--- src/rtl/regfile_mp_pkg.sv ---
// Shared types and default sizing for the multi-port register file.
package regfile_mp_pkg;

  localparam int XLEN_DEF  = 32;
  localparam int NREGS_DEF = 32;
  localparam int AW_DEF    = $clog2(NREGS_DEF);

  // One read port as seen by decode: address in, data and readiness out.
  typedef struct packed {
    logic [AW_DEF-1:0]   addr;
    logic [XLEN_DEF-1:0] data;
    logic                ready;
  } rd_port_t;

  // One writeback port.
  typedef struct packed {
    logic                en;
    logic [AW_DEF-1:0]   addr;
    logic [XLEN_DEF-1:0] data;
  } wr_port_t;

endpackage

--- src/rtl/regfile_mp_if.sv ---
// Bus bundle between decode/writeback (master) and the register file (slave).
interface regfile_mp_if
  import regfile_mp_pkg::*;
#(
  parameter int XLEN  = XLEN_DEF,
  parameter int NREGS = NREGS_DEF,
  parameter int NRD   = 2,
  parameter int NWR   = 1
);
  localparam int AW = $clog2(NREGS);

  logic [NRD*AW-1:0]   rd_addr;
  logic [NRD*XLEN-1:0] rd_data;
  logic [NRD-1:0]      rd_ready;
  logic [NWR-1:0]      wr_en;
  logic [NWR*AW-1:0]   wr_addr;
  logic [NWR*XLEN-1:0] wr_data;
  logic                iss_en;
  logic [AW-1:0]       iss_addr;
  logic [AW:0]         busy_count;

  modport master (
    output rd_addr, wr_en, wr_addr, wr_data, iss_en, iss_addr,
    input  rd_data, rd_ready, busy_count
  );

  modport slave (
    input  rd_addr, wr_en, wr_addr, wr_data, iss_en, iss_addr,
    output rd_data, rd_ready, busy_count
  );

endinterface

--- src/rtl/regfile_mp_rf_scoreboard.sv ---
// Pending-result scoreboard: one bit per register, set on issue, cleared on
// writeback, with a registered population count of the pending bits.
module rf_scoreboard
  import regfile_mp_pkg::*;
#(
  parameter int NREGS    = NREGS_DEF,
  parameter int NWR      = 1,
  parameter int ZERO_REG = 1,
  localparam int AW      = $clog2(NREGS)
) (
  input  logic                 clk,
  input  logic                 rst,
  input  logic                 iss_en,
  input  logic [AW-1:0]        iss_addr,
  // One one-hot clear row per write port, row j at [j*NREGS +: NREGS].
  input  logic [NWR*NREGS-1:0] clr_vec,
  output logic [NREGS-1:0]     pending,
  output logic [AW:0]          busy_count
);

  logic [NREGS-1:0] pending_q, pending_d;
  logic [AW:0]      busy_q, busy_d;
  logic [NREGS-1:0] clr_any;
  logic [NREGS-1:0] set_vec;

  // Next pending vector: clears first, then the issue on top because it is newer.
  always_comb begin
    clr_any = '0;
    for (int j = 0; j < NWR; j++) begin
      clr_any = clr_any | clr_vec[j*NREGS +: NREGS];
    end
    set_vec = '0;
    if (iss_en) begin
      set_vec[iss_addr] = 1'b1;
    end
    pending_d = (pending_q & ~clr_any) | set_vec;
    if (ZERO_REG != 0) begin
      pending_d[0] = 1'b0;
    end
  end

  // Population count of the next pending vector, so the count tracks the bits.
  always_comb begin
    busy_d = '0;
    for (int k = 0; k < NREGS; k++) begin
      busy_d = busy_d + {{AW{1'b0}}, pending_d[k]};
    end
  end

  // Pending bits and count registers.
  always_ff @(posedge clk or posedge rst) begin
    if (rst) begin
      pending_q <= '0;
      busy_q    <= '0;
    end else begin
      pending_q <= pending_d;
      busy_q    <= busy_d;
    end
  end

  assign pending    = pending_q;
  assign busy_count = busy_q;

endmodule

--- src/rtl/regfile_mp.sv ---
// Multi-port integer register file with optional zero register, optional
// write-to-read bypass and a pending scoreboard for RAW hazard detection.
module regfile_mp
  import regfile_mp_pkg::*;
#(
  parameter int XLEN     = XLEN_DEF,
  parameter int NREGS    = NREGS_DEF,
  parameter int NRD      = 2,
  parameter int NWR      = 1,
  parameter int ZERO_REG = 1,
  parameter int BYPASS   = 1
) (
  input  logic        clk,
  input  logic        rst,
  regfile_mp_if.slave bus
);

  localparam int AW = $clog2(NREGS);

  logic [XLEN-1:0]      regs_q [NREGS];
  logic [XLEN-1:0]      regs_d [NREGS];
  logic [NWR*NREGS-1:0] clr_vec;
  logic [NREGS-1:0]     pending;
  logic [NRD*XLEN-1:0]  rd_data_c;
  logic [NRD-1:0]       rd_ready_c;
  logic [AW-1:0]        wa;
  logic [NREGS-1:0]     clr_row;
  logic [AW-1:0]        ra;
  logic [XLEN-1:0]      rdat;
  logic                 rrdy;

  // Write priority: ports applied in ascending order so the highest index wins;
  // every write also produces a clear row for the scoreboard.
  always_comb begin
    wa      = '0;
    clr_row = '0;
    clr_vec = '0;
    for (int r = 0; r < NREGS; r++) begin
      regs_d[r] = regs_q[r];
    end
    for (int j = 0; j < NWR; j++) begin
      wa = bus.wr_addr[j*AW +: AW];
      if (bus.wr_en[j] && !(ZERO_REG != 0 && wa == '0)) begin
        regs_d[wa] = bus.wr_data[j*XLEN +: XLEN];
      end
      clr_row     = '0;
      clr_row[wa] = bus.wr_en[j];
      clr_vec[j*NREGS +: NREGS] = clr_row;
    end
  end

  // Storage array; reset clears every register.
  always_ff @(posedge clk or posedge rst) begin
    if (rst) begin
      for (int r = 0; r < NREGS; r++) begin
        regs_q[r] <= '0;
      end
    end else begin
      for (int r = 0; r < NREGS; r++) begin
        regs_q[r] <= regs_d[r];
      end
    end
  end

  rf_scoreboard #(
    .NREGS    (NREGS),
    .NWR      (NWR),
    .ZERO_REG (ZERO_REG)
  ) u_sb (
    .clk        (clk),
    .rst        (rst),
    .iss_en     (bus.iss_en),
    .iss_addr   (bus.iss_addr),
    .clr_vec    (clr_vec),
    .pending    (pending),
    .busy_count (bus.busy_count)
  );

  // Read muxes: stored value, then bypass (highest write port wins), then the
  // zero register overriding everything. Bypass is gated by reset so the
  // outputs are purely the cleared state while rst is high.
  always_comb begin
    ra         = '0;
    rdat       = '0;
    rrdy       = 1'b0;
    rd_data_c  = '0;
    rd_ready_c = '0;
    for (int i = 0; i < NRD; i++) begin
      ra   = bus.rd_addr[i*AW +: AW];
      rdat = regs_q[ra];
      rrdy = !pending[ra];
      if (BYPASS != 0 && !rst) begin
        for (int j = 0; j < NWR; j++) begin
          if (bus.wr_en[j] && bus.wr_addr[j*AW +: AW] == ra) begin
            rdat = bus.wr_data[j*XLEN +: XLEN];
            rrdy = 1'b1;
          end
        end
      end
      if (ZERO_REG != 0 && ra == '0) begin
        rdat = '0;
        rrdy = 1'b1;
      end
      rd_data_c[i*XLEN +: XLEN] = rdat;
      rd_ready_c[i]             = rrdy;
    end
  end

  assign bus.rd_data  = rd_data_c;
  assign bus.rd_ready = rd_ready_c;

endmodule

--- src/flat_wrapper.sv ---
// flat-port wrapper written by rule: the top's interface ports become plain ports
module regfile_mp_flat import regfile_mp_pkg::*;
#(
  parameter int XLEN     = XLEN_DEF,
  parameter int NREGS    = NREGS_DEF,
  parameter int NRD      = 2,
  parameter int NWR      = 1,
  parameter int ZERO_REG = 1,
  parameter int BYPASS   = 1
)
  (clk, rst, bus_rd_addr, bus_wr_en, bus_wr_addr, bus_wr_data, bus_iss_en, bus_iss_addr, bus_rd_data, bus_rd_ready, bus_busy_count);
  regfile_mp_if #(.XLEN(XLEN), .NREGS(NREGS), .NRD(NRD), .NWR(NWR)) bus_i ();
  input  logic clk;
  input  logic rst;
  input wire logic [$bits(bus_i.rd_addr)-1:0] bus_rd_addr;
  input wire logic [$bits(bus_i.wr_en)-1:0] bus_wr_en;
  input wire logic [$bits(bus_i.wr_addr)-1:0] bus_wr_addr;
  input wire logic [$bits(bus_i.wr_data)-1:0] bus_wr_data;
  input wire logic [$bits(bus_i.iss_en)-1:0] bus_iss_en;
  input wire logic [$bits(bus_i.iss_addr)-1:0] bus_iss_addr;
  output wire logic [$bits(bus_i.rd_data)-1:0] bus_rd_data;
  output wire logic [$bits(bus_i.rd_ready)-1:0] bus_rd_ready;
  output wire logic [$bits(bus_i.busy_count)-1:0] bus_busy_count;
  assign bus_i.rd_addr = bus_rd_addr;
  assign bus_i.wr_en = bus_wr_en;
  assign bus_i.wr_addr = bus_wr_addr;
  assign bus_i.wr_data = bus_wr_data;
  assign bus_i.iss_en = bus_iss_en;
  assign bus_i.iss_addr = bus_iss_addr;
  assign bus_rd_data = bus_i.rd_data;
  assign bus_rd_ready = bus_i.rd_ready;
  assign bus_busy_count = bus_i.busy_count;
  regfile_mp #(.XLEN(XLEN), .NREGS(NREGS), .NRD(NRD), .NWR(NWR), .ZERO_REG(ZERO_REG), .BYPASS(BYPASS)) u_core (.clk(clk), .rst(rst), .bus(bus_i));
endmodule
--- config.mk ---
export PLATFORM = sky130hd
export DESIGN_NAME = regfile_mp_flat
export DESIGN_NICKNAME = d
export VERILOG_FILES = /design/src/rtl/regfile_mp_pkg.sv /design/src/rtl/regfile_mp_if.sv /design/src/rtl/regfile_mp_rf_scoreboard.sv /design/src/rtl/regfile_mp.sv /design/src/flat_wrapper.sv
export SDC_FILE = /design/constraint.sdc
export NUM_CORES = 2
export LEC_CHECK = 0
export ABC_CLOCK_PERIOD_IN_PS = 40800
export CAP_MARGIN = 20
export CORE_MARGIN = 2
export CORE_UTILIZATION = 50
export CTS_CLUSTER_SIZE = 12
export DETAILED_ROUTE_END_ITERATION = 10
export PLACE_DENSITY = 0.77
export SLEW_MARGIN = 30
export SYNTH_ARGS = -nofsm -noshare
export SYNTH_HDL_FRONTEND = slang
export SYNTH_SLANG_ARGS = --single-unit
--- constraint.sdc ---
create_clock -name clk -period 40.8 [get_ports clk]
set_input_delay 4.08 -clock clk [delete_from_list [all_inputs] [get_ports clk]]
set_output_delay 4.08 -clock clk [all_outputs]
set_load 0.05 [all_outputs]
==> impl_metrics.py <==
metrics = {
    "run_status": {
        "status": "completed",
    },
    "job": {
        "max_cap_violations": 0,
    },
    "global_route": {
        "grt_pass1_vias": 40996,
        "antenna_found_initial": 4,
        "grt_max_degree": 131,
        "grt_overflow_total": 0,
        "track_usage": 0.296,
        "grt_pass1_wl_um": 269000,
    },
    "cells_and_area": {
        "antenna_cells": 0,
        "nNetsFinal": 4323,
        "final_util": 0.550,
        "drive_gt1_frac": 0.378,
        "fillCellCount": 9392,
        "syn2layout_area_growth_pct": 8.91,
        "seqCellArea_um2": 26600,
        "multi_input_area_um2": 29800,
        "fin_area_um2": 64100,
        "instances_no_fill": 5845,
    },
    "timing": {
        "setup_viol": 0,
        "maxSlewViolCount": 0,
        "setup_ws_ns": 27.12,
        "period_share": 0.335,
        "finClkSkew_ns": 0.00717,
        "whs_ns": 0.392,
        "worst_pin_slew_ns": 1.20,
        "slew_headroom": 0.203,
        "period_minus_slack_ns": 13.68,
        "max_freq_ghz": 0.0731,
        "final_hold_viol_count": 0,
        "rsz0062_at_grt": "false",
        "finalSetupTns_ns": 0,
    },
    "floorplan": {
        "core-area_um2": 116000,
        "start_util": 0.505,
        "num_rows": 125,
        "die_h_um": 347,
        "io_pins": 128,
        "die-width_um": 347,
        "die_area_um2": 120000,
    },
    "setup_path": {
        "critical_path_required_ns": 36.72,
        "critPathLaunchType": "input pin",
        "path_max_fanout": 60,
        "crit_type": "in2out",
        "endpoint_kind": "output pin",
        "arrival_ns": 9.60,
    },
    "power": {
        "p_sw_frac": 0.316,
        "peakVddDrop_mv": 0.113,
        "power_density_nw_per_um2": 53.8,
        "power_mw": 3.45,
        "intPower_mw": 2.36,
        "combPwrFrac": 0.296,
        "clock_power_share": 0.294,
        "power.switching_mw": 1.09,
        "p_leak_nw": 28.5,
        "p_seq_frac": 0.410,
    },
    "cts": {
        "insertion_delay_ns": 0.72,
        "numCtsBuffers": 111,
        "h-tree-depth": 3,
        "hold_buffers": 0,
        "cts_resized": 0,
        "clk_pin_slew_ns": 0.06,
        "max-clock-path-buffers": 3,
        "cts_setup_buffers": 0,
        "cts_sinks": 1061,
        "cts-root-buf": "clkbuf_16",
        "cts_tree": "yes",
    },
    "drt": {
        "firstDrtPassIters": 6,
        "vias": 40787,
        "routed-wl-met3_um": 18800,
        "met2WireLength_um": 83400,
        "routed_wl_um": 181000,
        "ant_nets": 0,
        "met1Wirelength_um": 70700,
        "dr.max_layer_used": "met5",
        "post_drt_wl_per_cell_um": 30.9,
        "drt_iter0_drc": 4632,
        "viasPerCell": 6.98,
        "drc": 0,
    },
    "place": {
        "dp_slack_ns": 27.26,
        "port_buffers": 127,
        "place_inst": 5646,
        "dp_hpwl_um": 97000,
        "post_dp_cell_area_um2": 60400,
        "gp_congestion": 0.862,
    },
    "logic_synthesis": {
        "synth.yosys.seq_area_share": 0.451,
        "yosys.area.top_type": "dfrtp_1",
        "syn_inst": 4385,
        "synth_cell_types": 52,
        "synth_flop_cell": "dfrtp_1",
        "ys.warnings.count": 0,
        "synthDominantCellAreaShare": 0.451,
        "synth_seq_cells": 1061,
        "syn-num-nets": 4471,
        "avgSynthCellArea_um2": 13.4,
        "synth_area_um2": 58800,
        "synth-edff-count": 0,
        "synth_area_leaders": "dfrtp_1 (45%), mux2_2 (19%), mux4_2 (11%), mux2i_1 (8.6%), a221oi_1 (3.2%)",
        "async_flop_share": 1.00,
    },
    "worst_hold_path": {
        "hold_class": "reg2reg",
    },
}
-- power by group through the flow --
stage	Clock (mW)	Combinational, mW	Sequential (mW)
2_1_floorplan	0	0.786	1.39
3_3_place_gp	0	0.988	1.41
3_5_place_dp	0	1.01	1.42
4_1_cts	1.02	1.02	1.41
5_1_grt	1.07	1.12	1.44
6_report	1.01	1.02	1.41
-- state kept, by name (all words and copies together), names as in the netlist --
signal                  flops
u_core.regs_q            1024
u_core.u_sb.pending        31
u_core.u_sb.busy_count      6
-- Yosys cell counts (2+ instances only) --
library cell	instances
a211o_1	31
a21o_1	3
a21oi_1	127
a221o_1	63
a221oi_1	216
a22o_1	16
a22oi_1	10
and2_1	3
and3_1	6
and3b_1	7
buf_1	7
buf_12	3
buf_2	104
buf_4	44
buf_6	38
buf_8	3
clkbuf_1	282
dfrtp_1	1061
fa_1	23
ha_1	7
inv_1	56
mux2_2	968
mux2i_1	504
mux4_2	283
nand2_1	63
nand2_2	8
nand2b_1	61
nand3_1	3
nand3b_1	3
nor2_1	18
nor2_2	2
nor2b_1	6
nor3_1	157
nor3b_1	69
nor3b_2	4
nor4_1	2
o21ai_0	52
o21ai_1	15
or2_2	33
xnor2_1	7
xor2_1	6
-- metal layers --
metal	vias to the layer above	GRT usage
li1	16450	-
met1	21404	0.405
met2	2426	0.460
met3	503	0.0647
met4	4	0.118
met5	-	0
-- worst paths after layout --
kind                            slack [ns]                                  end                              start  depth (start not counted)
worst max register to register       35.61  u_core.u_sb.busy_count[4]$_DFF_PP0_  u_core.u_sb.pending[24]$_DFF_PP0_                         15
worst max-delay path                 27.12                      bus_rd_data[61]                     bus_rd_addr[6]                         10
worst min-delay path                  0.39      u_core.regs_q[1009]$_DFFE_PP0P_    u_core.regs_q[1009]$_DFFE_PP0P_                          0
worst min register to register        0.39      u_core.regs_q[1009]$_DFFE_PP0P_    u_core.regs_q[1009]$_DFFE_PP0P_                          0
max in group asynchronous            34.14       u_core.regs_q[874]$_DFFE_PP0P_                                rst                          5
min in group asynchronous             3.92       u_core.regs_q[380]$_DFFE_PP0P_                                rst                          2
-- worst max-delay path, stage by stage --
cell and delay (ns):
clkbuf_8 0.58, buf_4 0.76, buf_4 0.78, nor2b_4 0.69, buf_4 0.87, a221oi_1 0.22, nor3_1 0.25, nor3_1 0.09
a221o_1 0.40, clkdlybuf4s50_1 0.74
-- kinds of logic after synthesis --
| group | synth area share |
|---|---|
| AO/OA/AOI/OAI | 0.0687 |
| XOR/XNOR | 0.00194 |
| adder cells (fa/ha/maj) | 0.00932 |
| buffers and inverters | 0.0457 |
| flip-flops | 0.451 |
| multiplexers | 0.379 |
| AND/OR/NAND/NOR | 0.0434 |
-- layout by cell type, fill, tap and decap left out, drive strengths merged, types with 71 or more instances in the layout --
master / n
buf: 128
nand2: 71
mux2: 968
clkbuf: 173
a221oi: 216
mux4: 283
nor3b: 73
a21oi: 128
clkdlybuf4s50: 91
nor3: 157
dfrtp: 1061
mux2i: 504
-- area by class of cell --
cell class                      instances  share of cell area
Clock buffer                          171              0.0511
Clock inverter                         26             0.00529
Inverter                               57             0.00361
Multi-Input combinational cell       2785               0.465
Sequential cell                      1061               0.414
Tap cell                             1524              0.0298
Timing Repair Buffer                  221              0.0312
Note: power is estimated with default switching activity, not from simulation.
